===== src/rtl/lbist_pkg.sv =====
// Shared definitions for the logic BIST controller: FSM state encoding and
// the MISR request width helper.
package lbist_pkg;

  typedef enum logic [1:0] {
    IDLE = 2'd0,
    SEND = 2'd1,
    WAIT = 2'd2,
    DONE = 2'd3
  } lbist_state_e;

  // Width of the MISR hash-count field; the request port carries one extra
  // bit so that a full-capacity count (MAX_OUTPUTS_TO_HASH) is representable.
  function automatic int calc_misr_msg_bits(input int max_outputs_to_hash);
    return $clog2(max_outputs_to_hash);
  endfunction

endpackage


===== src/rtl/lbist_controller.sv =====
// Logic BIST controller: for each stored seed, hands the seed to the LFSR and
// a hash count to the MISR, waits for the resulting signature, compares it
// with the golden value and accumulates a per-seed pass mask for the host.
module lbist_controller
  import lbist_pkg::*;
#(
  parameter int SEED_BITS           = 32,
  parameter int SIGNATURE_BITS      = 32,
  parameter int NUM_SEEDS           = 8,
  parameter int MAX_OUTPUTS_TO_HASH = 32,
  parameter int NUM_HASHES          = 16,
  parameter logic [NUM_SEEDS-1:0][SEED_BITS-1:0] LFSR_SEEDS = {
    32'h9e37_79b9, 32'h7f4a_7c15, 32'h85eb_ca6b, 32'hc2b2_ae35,
    32'h27d4_eb2f, 32'h1656_67b1, 32'hd3a2_646c, 32'hfd70_46c5
  },
  parameter logic [NUM_SEEDS-1:0][SIGNATURE_BITS-1:0] MISR_SIGNATURES = {
    32'h0bad_cafe, 32'h1357_9bdf, 32'h2468_ace0, 32'h3c3c_5a5a,
    32'h4b1d_f00d, 32'h5eed_1234, 32'h6a6a_9595, 32'h7777_0001
  },
  localparam int MISR_MSG_BITS = calc_misr_msg_bits(MAX_OUTPUTS_TO_HASH)
) (
  input  logic                      clk,
  input  logic                      reset,

  input  logic                      lbist_req_val,
  output logic                      lbist_req_rdy,
  output logic                      lbist_resp_val,
  output logic [NUM_SEEDS-1:0]      lbist_resp_msg,
  input  logic                      lbist_resp_rdy,

  output logic                      lfsr_resp_val,
  output logic [SEED_BITS-1:0]      lfsr_resp_msg,
  input  logic                      lfsr_resp_rdy,

  output logic                      misr_req_val,
  output logic [MISR_MSG_BITS:0]    misr_req_msg,
  input  logic                      misr_req_rdy,

  input  logic                      misr_resp_val,
  input  logic [SIGNATURE_BITS-1:0] misr_resp_msg,
  output logic                      misr_resp_rdy
);

  localparam int IDX_BITS = (NUM_SEEDS > 1) ? $clog2(NUM_SEEDS) : 1;
  localparam logic [IDX_BITS-1:0] LAST_IDX = IDX_BITS'(NUM_SEEDS - 1);

  lbist_state_e          state_q, state_d;
  logic [IDX_BITS-1:0]   idx_q, idx_d;
  logic                  lfsr_sent_q, lfsr_sent_d;
  logic                  misr_sent_q, misr_sent_d;
  logic [NUM_SEEDS-1:0]  mask_q, mask_d;

  // State, seed index, sent flags and pass mask registers.
  always_ff @(posedge clk or posedge reset) begin
    if (reset) begin
      state_q     <= IDLE;
      idx_q       <= '0;
      lfsr_sent_q <= 1'b0;
      misr_sent_q <= 1'b0;
      mask_q      <= '0;
    end else begin
      // NOTE: non-blocking assignments so every register samples the
      // pre-edge value of the others, independent of statement order.
      state_q     <= state_d;
      idx_q       <= idx_d;
      lfsr_sent_q <= lfsr_sent_d;
      misr_sent_q <= misr_sent_d;
      mask_q      <= mask_d;
    end
  end

  // Next-state and handshake outputs; a peer transfer is val && rdy.
  always_comb begin
    // NOTE: every signal gets a default first so no path leaves one
    // unassigned, which would otherwise infer a latch.
    state_d        = state_q;
    idx_d          = idx_q;
    lfsr_sent_d    = lfsr_sent_q;
    misr_sent_d    = misr_sent_q;
    mask_d         = mask_q;
    lbist_req_rdy  = 1'b0;
    lbist_resp_val = 1'b0;
    lbist_resp_msg = '0;
    lfsr_resp_val  = 1'b0;
    lfsr_resp_msg  = '0;
    misr_req_val   = 1'b0;
    misr_req_msg   = '0;
    misr_resp_rdy  = 1'b0;

    unique case (state_q)
      IDLE: begin
        lbist_req_rdy = 1'b1;
        if (lbist_req_val) begin
          state_d     = SEND;
          idx_d       = '0;
          mask_d      = '0;
          lfsr_sent_d = 1'b0;
          misr_sent_d = 1'b0;
        end
      end

      SEND: begin
        // Each channel keeps val up until its own transfer; messages stay
        // stable for the whole state.
        lfsr_resp_val = !lfsr_sent_q;
        lfsr_resp_msg = LFSR_SEEDS[idx_q];
        misr_req_val  = !misr_sent_q;
        misr_req_msg  = (MISR_MSG_BITS + 1)'(NUM_HASHES);
        if (lfsr_resp_val && lfsr_resp_rdy) lfsr_sent_d = 1'b1;
        if (misr_req_val && misr_req_rdy)   misr_sent_d = 1'b1;
        if (lfsr_sent_q && misr_sent_q)     state_d     = WAIT;
      end

      WAIT: begin
        misr_resp_rdy = 1'b1;
        if (misr_resp_val) begin
          mask_d[idx_q] = (misr_resp_msg == MISR_SIGNATURES[idx_q]);
          if (idx_q == LAST_IDX) begin
            state_d = DONE;
          end else begin
            idx_d       = idx_q + IDX_BITS'(1);
            lfsr_sent_d = 1'b0;
            misr_sent_d = 1'b0;
            state_d     = SEND;
          end
        end
      end

      DONE: begin
        lbist_resp_val = 1'b1;
        lbist_resp_msg = mask_q;
        if (lbist_resp_rdy) state_d = IDLE;
      end

      default: state_d = IDLE;
    endcase
  end

endmodule


===== config.mk =====
export PLATFORM = sky130hd
export DESIGN_NAME = lbist_controller
export DESIGN_NICKNAME = d
export VERILOG_FILES = /design/src/rtl/lbist_pkg.sv /design/src/rtl/lbist_controller.sv
export SDC_FILE = /design/constraint.sdc
export NUM_CORES = 1
export LEC_CHECK = 0
export CORE_MARGIN = 5
export CORE_UTILIZATION = 30
export CTS_CLUSTER_SIZE = 28
export DETAILED_ROUTE_END_ITERATION = 7
export GPL_ROUTABILITY_DRIVEN = 0
export PLACE_DENSITY = 0.56
export REMOVE_ABC_BUFFERS = 1
export SYNTH_ARGS = -nofsm -noshare
export SYNTH_HDL_FRONTEND = slang
export SYNTH_SLANG_ARGS = --single-unit

===== constraint.sdc =====
create_clock -name clk -period 4.55 [get_ports clk]
set_input_delay 0.91 -clock clk [delete_from_list [all_inputs] [get_ports clk]]
set_output_delay 0.91 -clock clk [all_outputs]
set_load 0.005 [all_outputs]

---- Word-level counts from Yosys, hierarchy flattened ----
Memory sizes are Yosys's and may differ from the RTL's.
Cells that the tools add are included.
word-level totals
  register bits after elaboration ......... 15
  bits in read-only memories .............. 512
  input bits .............................. 39
  output and inout port bits .............. 51
  logic and storage cells ................. 69
  memories kept ........................... 2
operators by class
  add/subtract/negate cells ............... 1
  magnitude comparators ................... 2
  equality and inequality tests ........... 12
  muxes and demuxes ....................... 33
  reductions and logical operators ........ 14
memories
  memory           words  bits a word  rd ports  clocked after Yosys merged registers in  write ports  RTL line                 text
  (no name shown)  8      32           1         0                                        0            lbist_controller.sv:117  mask_d[idx_q] = (misr_resp_msg == MISR_SIGNATURES[idx_q]);
  (no name shown)  8      32           1         0                                        0            lbist_controller.sv:106  lfsr_resp_msg = LFSR_SEEDS[idx_q];
operators by type and width
  kind                   number
  $mux W32               3
  $eq A32 B32 Y1         1
  $mux W8                3
  $pmux W8 S2            1
  $ne A2 B2 Y1 const B   7
  $mux W1                11
  $mux W2                5
  $reduce_and A5 Y1      2
  $mux W3                3
  $bwmux W8              1
  $pmux W2 S4            1
  $reduce_and A4 Y1      2
  $pmux W1 S3            2
  $pmux W3 S2            1
  $mux W5                1
  $eq A2 B2 Y1 const B   2
  $logic_and A1 B1 Y1    4
  $lt A3 B4 Y1 const B   1
  $add A3 B1 Y3 const B  1
  $demux W1 S3           1
  $eq A3 B3 Y1 const B   1
  $ge A3 B1 Y1 const B   1
  $reduce_and A3 Y1      1
  $reduce_bool A3 Y1     1
  4 further kinds        5

---- Depth between registers and ports, before layout ----
  depth after elaboration ................. 7
  mapped depth ............................ 10

---- Least setup slack after synthesis ----
Ideal clock, no wire load.
  path kind ............................... register to output
  start ................................... register idx_q[0]
  end ..................................... output port lfsr_resp_msg[25]
  arrival ................................. 1.917 ns
  path slack .............................. 1.723 ns
  cell stages (with the launch flop) ...... 8
  path buffers ............................ 3
  cells stage by stage .................... dfrtp_1 -> buf_2 -> clkinv_1 -> ha_1 -> clkbuf_1 -> nor2b_1 -> a211oi_1 -> buf_4
between the ends
  longest elaborated chain between the ends .. 3
RTL lines
  element                         RTL line                 text
  start, declared                 lbist_controller.sv:48   logic [IDX_BITS-1:0] idx_q, idx_d;
  start signal, assigned          lbist_controller.sv:65   idx_q <= idx_d;
  $mem_v2 Z8 W32                  -
  $mux W32 (implied by the code)  lbist_controller.sv:106
  $mux W32                        lbist_controller.sv:90   unique case (state_q)
  end, declared                   lbist_controller.sv:32   output logic [SEED_BITS-1:0] lfsr_resp_msg,
No other way between the ends. The select of a mux whose other input is x is not followed.

---- Final worst setup path ----
  start ................................... register idx_q[0]
  end ..................................... output port lfsr_resp_msg[19]
Same word-level chain as after synthesis.

==> results.ini <==
[outcome]
status = finished, final reports clean

[power]
sw_frac_of_total_pct = 48.03
p_comb_share_pct = 80.8
p_switching_uw = 770.9
vdd_drop_max_mv = 0.2938
internal-power_uw = 834.2
p_leak_nw = 1.259
p_seq_share_pct = 12.5
clock_power_share_pct = 6.7
total_power_mw = 1.605
power.density_nw_per_um2 = 512.9

[timing]
finalHoldViolCount = 0
rsz0062_at_grt = false
min_period_ps = 3534
slew_violations = 0
setup_violations = 0
max_freq_ghz = 0.2830
worst_clock_skew_ps = 9.355
tightest_slew_ps = 596.0
period_share_pct = 77.66
fin_tns_setup_ps = 0
max_slew_margin_pct = 60.23

[clock_network]
clkTransAtPathRegs_ps = 60
post_cts_buffers = 0
holdBufCountCts = 0
post_cts_resized = 0
cts_max_level = 1
clockRootBuffer = clkbuf_8
cts_tree = done
cts.sinks = 15
clockBufferDepth = 2
cts_inserted_buffers = 3
clk_latency_ps = 250

[global_routing]
grt_overflow = 0
grt_util_all_layers_pct = 16.16
grt_max_degree = 51
grt_pass1_wl_mm = 12.94
grt_pass1_vias = 2514
antenna_found_initial = 0

[yosys]
syn_avg_cell_area_sq_um = 7.301
ys.warnings.count = 0
synth.top_cells.by_count = nor2_1 (33), a21oi_1 (26), nand2_1 (24)
yosys_most_used_dff = dfrtp_1
synthesis.instances = 309
synth_most_common_cell = nor2_1
seq_area_frac_synth_pct = 16.64
synth_edf_count = 0
ys_seq_elements = 15
netlist.area_leader.share_pct = 16.64
synth_area_leaders = dfrtp_1 (17%), a21oi_1 (5.8%), ha_1 (5.5%)
async_flop_share_pct = 100.0
yosys.area.top_type = dfrtp_1
synthDistinctLibCells = 62
synth_area_sq_um = 2256

[place]
hpwl_mm = 5.875
dp_cells = 469
dpl_cell_area_sq_um = 3084
portBuffers = 84

[finish]
diodes = 0
fin_area_sq_um = 3129
layout.cells.non_filler = 473
syn_to_final_growth_pct = 38.71
layout-drive-gt1-share_pct = 5.348
layout.nets = 424
fillers = 760

[worst_setup_path]
cp_max_fo = 12
startpoint_type = flip-flop
cp-end-kind = output port
required_ps = 3640
arrival_ps = 2620
critical_path_class = flip-flop to output port

[floorplanning]
die_h_um = 96.72
fp.dieArea_sq_um = 9354
rows = 31
die_w_um = 96.72
initial_core_util_pct = 30.94
io-pin-count = 90
fp.coreArea_sq_um = 7292

[drt]
drc = 0
totalWireLength_mm = 7.758
drt_iter0_markers = 190
post_drt_wl_per_cell_um = 16.40
dr.pass1.iters = 5
vias_per_cell = 5.203
vias = 2461
drtAntennaViolNets = 0

[job]
max_cap_violations = 0

[min_path]
hold_path_class = flip-flop to flip-flop

-- final cells by class --
class,count,area [sq um],share of cell area [%]
inverters,12,45.04,1.439
clock buffers,4,45.04,1.439
flip-flops and latches,15,375.4,12.00
well taps,99,123.9,3.958
multi-input cells,255,1669,53.34
repair buffers,88,870.8,27.83
-- flip-flops by register name, summed over array words and instances, names as in the netlist --
register     flops
state_q          2
idx_q            3
misr_sent_q      1
lfsr_sent_q      1
mask_q           8
-- critical path: stages (launching register included) --
cell and delay (ps):
dfrtp_1 350, clkinv_1 330, ha_1 790, inv_1 140, nor3_1 210, clkdlybuf4s50_1 540
-- per-stage QoR --
stage | hold WS [ps] | setup slack (ps) | util (%)
CTS | 516.4 | 1020 | 42.91
floorplan | 466.2 | 1226 | -
global placement | 497.6 | 1343 | 42.30
finish | 509.1 | 1016 | 42.91
detailed placement | 504.4 | 1315 | 42.30
global route | 537.8 | 885.8 | 42.91
-- final timing paths --
| check | slack, ps | start | to | depth (start not counted) |
|---|---|---|---|---|
| max in group asynchronous | 3120 | reset | mask_q[3]$_DFFE_PP0P_ | 2 |
| min in group asynchronous | 1030 | reset | idx_q[0]$_DFFE_PP0P_ | 2 |
| hold / removal | 510 | mask_q[5]$_DFFE_PP0P_ | mask_q[5]$_DFFE_PP0P_ | 2 |
| setup / recovery | 1020 | idx_q[0]$_DFFE_PP0P_ | lfsr_resp_msg[19] | 5 |
| setup reg to reg | 1530 | idx_q[0]$_DFFE_PP0P_ | mask_q[4]$_DFFE_PP0P_ | 8 |
| hold reg to reg | 510 | mask_q[5]$_DFFE_PP0P_ | mask_q[5]$_DFFE_PP0P_ | 2 |
-- power by group through the flow --
stage / clock network (mW) / registers, mW / logic [mW]
after global placement: 0 / 0.202 / 1.29
after CTS: 0.109 / 0.201 / 1.30
after detailed placement: 0 / 0.203 / 1.29
final: 0.108 / 0.200 / 1.30
after floorplan: 0 / 0.242 / 0.647
after global routing: 0.115 / 0.206 / 1.42
-- cells by family after synthesis --
kind of cell               synth area share [%]
DFF                                       16.64
buffers and inverters                     10.04
and+or+nand+nor                           30.23
xor gates and xnor gates                  9.429
muxes                                     2.219
AOI/OAI and AO/OA                         25.74
other                                    0.1662
adders and majority gates                 5.546
-- placed cells by master (no fill, tap or decap), types with 2 or more instances in the layout --
| cell | instances |
|---|---|
| nor4_1 | 3 |
| a22o_1 | 2 |
| and2_1 | 2 |
| a21oi_1 | 26 |
| o21ai_0 | 21 |
| conb_1 | 5 |
| a211o_1 | 2 |
| a21o_1 | 2 |
| a31oi_1 | 5 |
| a311oi_1 | 2 |
| nand4_1 | 4 |
| o21ai_1 | 8 |
| buf_4 | 4 |
| clkdlybuf4s50_1 | 84 |
| nor2b_1 | 10 |
| dfrtp_1 | 15 |
| and3_1 | 10 |
| xnor2_4 | 2 |
| xor2_1 | 10 |
| nand4b_1 | 2 |
| ha_1 | 10 |
| xnor2_1 | 8 |
| a211oi_1 | 4 |
| nand3_1 | 6 |
| nand2b_1 | 10 |
| nand4_2 | 2 |
| nor3_1 | 6 |
| mux2i_1 | 5 |
| inv_1 | 10 |
| o211ai_1 | 2 |
| nor2_1 | 33 |
| clkbuf_8 | 3 |
| nand2_1 | 24 |
| or3_1 | 2 |
| o22ai_1 | 4 |
-- per-layer routing --
| metal | share of wire (%) | GRT usage [%] | wire [um] |
|---|---|---|---|
| met1 | 48 | 22.41 | 3732 |
| met2 | 44 | 26.06 | 3434 |
| met3 | 6.5 | 2.806 | 506 |
| met4 | 1.1 | 3.780 | 85 |
| met5 | 0 | 0 | 0 |
Note: power is estimated with default switching activity, not from simulation.
==> patch 1: new RTL, same flow settings <==
Reset style: synchronous (`reset`), changed in one clocked block.
--- a/src/rtl/lbist_controller.sv
+++ b/src/rtl/lbist_controller.sv
@@ -51,7 +51,7 @@
   logic [NUM_SEEDS-1:0]  mask_q, mask_d;
 
   // State, seed index, sent flags and pass mask registers.
-  always_ff @(posedge clk or posedge reset) begin
+  always_ff @(posedge clk) begin
     if (reset) begin
       state_q     <= IDLE;
       idx_q       <= '0;
Function: differs if reset is asserted again (counterexample within 4 cycles, from zero or initial values and one cycle with reset high); with reset held inactive, the same outputs for 10 cycles.
==> patch 1 against the original RTL <==
  * Global-route usage fell by 3.3 points
  * Sequential power grew to 3.1 times the old value
  * Cell area is 33% higher
  * Fmax decreased by 2.7%
  * Total power is 24% lower
  * Setup slack got worse by 96 ps
  * Area after synthesis increased by 37%
  * Wire length grew 2.8%
  * Worst hold slack lost 48 ps
  * Sequential cell count grew 56
  * Sequential share of layout area up 22 points
  * Critical path type unchanged
  * Critical endpoint is now lfsr_resp_msg[18]
  * Largest power group is now registers
==> patch 1: results (changes against the original RTL) <==
| Metric | Value |
|---|---|
| Post-detailed-route via-to-cell ratio | `4.49 (was 5.20)` |
| Result of the run | `complete, no violations (unchanged)` |
| All-layer global routing usage | `12.8% (was 16.2%)` |
| Critical path data arrival time | `2720 ps (was 2620 ps)` |
| Synthesized area per cell | `9.28 µm² (was 7.30 µm²)` |
| Drt wl/cell | `14.6 µm (was 16.4 µm)` |
| Post-synthesis share of cell area spent on full adders, half adders and majority gates | `4.04% (was 5.55%)` |
| Unique masters post-synth | `50 (was 62)` |
| Sink count of the clock tree | `71 (was 15)` |
| Routed length on met2 | `3620 µm (was 3430 µm)` |
| Met3 Track Usage GR | `3.48% (was 2.81%)` |
| Sequential share of cell area | `34.1% (was 12.0%)` |
| Beginning of the worst hold path | `mask_q[6] (was mask_q[5])` |
| Clock network power | `476 µW (was 108 µW)` |
| Synthesis-to-layout area growth | `34.7% (was 38.7%)` |
| Worst Reg2Reg Path Length in Cells | `11 (was 8)` |
| Repair and plain buffers | `85 (was 88)` |
| Met1 Wirelength | `3810 µm (was 3730 µm)` |
| Met3 WL post-DR | `422 µm (was 506 µm)` |
| Seq/Total Area, Yosys | `45.9% (was 16.6%)` |
| Worst Clk Skew | `8.14 ps (was 9.36 ps)` |
| Share of synthesized registers carrying an async set or reset | `0% (was 100%)` |
| Final-stage net count | `458 (was 424)` |
| Clock H-tree levels | `3 (was 1)` |
| Clock buf/inv share | `4.44% (was 1.44%)` |
| Worst path max stage delay | `740 ps (was 790 ps)` |
| Inverters excl. clock | `18 (was 12)` |
| Signal buf overhead | `20.3% (was 27.8%)` |
| Final wirelength | `7970 µm (was 7760 µm)` |
| Worst Hold Endpoint | `mask_q[6] (was mask_q[5])` |
| CLK BUF | `10 (was 4)` |
| Synth top area cells | `sky130_fd_sc_hd__dfxtp_1 (46%), sky130_fd_sc_hd__xnor2_1 (5.9%), sky130_fd_sc_hd__and2_1 (5.9%) (was sky130_fd_sc_hd__dfrtp_1 (17%), sky130_fd_sc_hd__a21oi_1 (5.8%), sky130_fd_sc_hd__ha_1 (5.5%))` |
| Standard cell area after detailed placement | `3990 µm² (was 3080 µm²)` |
-- patch 1: cell types whose count changed after synthesis, moves of 9 or more --
| cell | before | now |
|---|---|---|
| sky130_fd_sc_hd__and2_1 | 2 | 29 |
| sky130_fd_sc_hd__dfrtp_1 | 15 | 0 |
| sky130_fd_sc_hd__xnor2_1 | 8 | 21 |
| sky130_fd_sc_hd__nor2b_1 | 10 | 1 |
| sky130_fd_sc_hd__dfxtp_1 | 0 | 71 |
| sky130_fd_sc_hd__a21oi_1 | 26 | 13 |
| sky130_fd_sc_hd__nor2_1 | 33 | 18 |
-- patch 1: tightest hold or removal path, cell delays in order, from the launching register on --
cell	delay, ps
sky130_fd_sc_hd__dfxtp_1	310
sky130_fd_sc_hd__nand3_1	50
sky130_fd_sc_hd__o21ai_1	50
==> patch 2: new RTL, same flow settings <==
Made on the original files. Set the parameter `SEED_BITS` to 64 (it was 32).
--- a/src/rtl/lbist_controller.sv
+++ b/src/rtl/lbist_controller.sv
@@ -4,7 +4,7 @@
 module lbist_controller
   import lbist_pkg::*;
 #(
-  parameter int SEED_BITS           = 32,
+  parameter int SEED_BITS           = 64,
   parameter int SIGNATURE_BITS      = 32,
   parameter int NUM_SEEDS           = 8,
   parameter int MAX_OUTPUTS_TO_HASH = 32,
Ports: changed (resized lfsr_resp_msg); port bits go from 90 to 122. No check against the original RTL was run, so the function may have changed too.
==> patch 2 against the original RTL <==
  * Sequential power decreased by 4%
  * Total power up 11%
  * Clock skew shrank 5.4 ps
  * Area after synthesis shrank 4.0%
  * Wire length decreased by 12%
  * Sequential cell count stayed put
  * Global-route usage is 0.94 points lower
  * Worst hold slack got worse by 23 ps
  * Setup slack worse by 63 ps
  * Cell area fell by 3.4%
==> patch 2: results (changes against the original RTL) <==
| Metric | Value |
|---|---|
| Worst Clk Skew | `3.93 ps (was 9.36 ps)` |
| Pre-CTS worst setup slack | `947 ps (was 1310 ps)` |
| Crit path max fanout | `20 (was 12)` |
| Library cell contributing the largest single delay on the critical path | `sky130_fd_sc_hd__dfrtp_1 (was sky130_fd_sc_hd__ha_1)` |
| Critical path data arrival time | `2690 ps (was 2620 ps)` |
| Fin Hold WS | `487 ps (was 509 ps)` |
| Worst Hold Endpoint | `mask_q[6] (was mask_q[5])` |
| Synthesized area per cell | `7.26 µm² (was 7.30 µm²)` |
| All-layer global routing usage | `15.2% (was 16.2%)` |
| Sw power | `747 µW (was 771 µW)` |
| Xor/xnor cell area share of the yosys netlist | `4.05% (was 9.43%)` |
| Terminus of the critical flop-to-flop path | `mask_q[2] (was mask_q[4])` |
| Result of the run | `complete, no violations (unchanged)` |
| Compound-Gate Fraction of Synth Area | `22.0% (was 25.7%)` |
| Largest net degree at the start of global routing | `37 (was 51)` |
| Count of input and output buffers | `113 (was 84)` |
| Sequential logic power | `193 µW (was 200 µW)` |
| Wire length of the first global-routing pass | `11100 µm (was 12900 µm)` |
| Leakage | `1.22 nW (was 1.26 nW)` |
| Cell types with the highest counts after synthesis | `sky130_fd_sc_hd__buf_4 (56), sky130_fd_sc_hd__nand2_1 (27), sky130_fd_sc_hd__nor2_1 (24) (was sky130_fd_sc_hd__nor2_1 (33), sky130_fd_sc_hd__a21oi_1 (26), sky130_fd_sc_hd__nand2_1 (24))` |
| HPWL after detailed placement | `5370 µm (was 5880 µm)` |
| Drt wl/cell | `15.1 µm (was 16.4 µm)` |
| Unique masters post-synth | `54 (was 62)` |
| Peak ir drop on the vdd network | `284 µV (was 294 µV)` |
| Post-detailed-route via-to-cell ratio | `4.80 (was 5.20)` |
| Worst path max stage delay | `670 ps (was 790 ps)` |
| Violation count after the first detailed-routing iteration | `101 (was 190)` |
| Number of global-route vias before repair | `2235 (was 2514)` |
| Cell type group with the largest total delay on the critical path | `simple AND/OR/NAND/NOR gates (was buffers and inverters)` |
| Seq/Total Area, Yosys | `17.3% (was 16.6%)` |
| Post-synthesis share of cell area spent on full adders, half adders and majority gates | `5.78% (was 5.55%)` |
| R2R Path Start | `idx_q[1] (was idx_q[0])` |
| Beginning of the worst hold path | `mask_q[6] (was mask_q[5])` |
| Multiplexer fraction of the synthesized cell area | `0% (was 2.22%)` |
[patch 2: worst max path at each step]
stage                        startpoint           endpoint  slack, ps  cells past startpoint
final                        state_q[0]  lfsr_resp_msg[32]        950                      5
after detailed placement  misr_resp_val          mask_q[0]        950                      7
after global placement    misr_resp_val          mask_q[2]       1000                      7
after global routing         state_q[0]  lfsr_resp_msg[32]        630                      5
after CTS                    state_q[0]   lfsr_resp_msg[4]        900                      5
after floorplan                idx_q[1]          mask_q[0]        920                      8
[patch 2: area by class of cell]
type / count / area, µm²
Sequential cell: 15 / 375
Multi-Input combinational cell: 204 / 1270
Fill cell: 737 / 4110
Clock buffer: 3 / 41.3
Inverter: 12 / 45.0
Clock inverter: 1 / 5.00
Timing Repair Buffer: 117 / 1160
Tap cell: 99 / 124
[patch 2: layer usage]
metal | part of all wire, % | global-route usage, %
met2 | 47 | 26.1
met1 | 45 | 19.9
met3 | 7.5 | 2.87
met5 | 0 | 0
met4 | 0.54 | 2.88
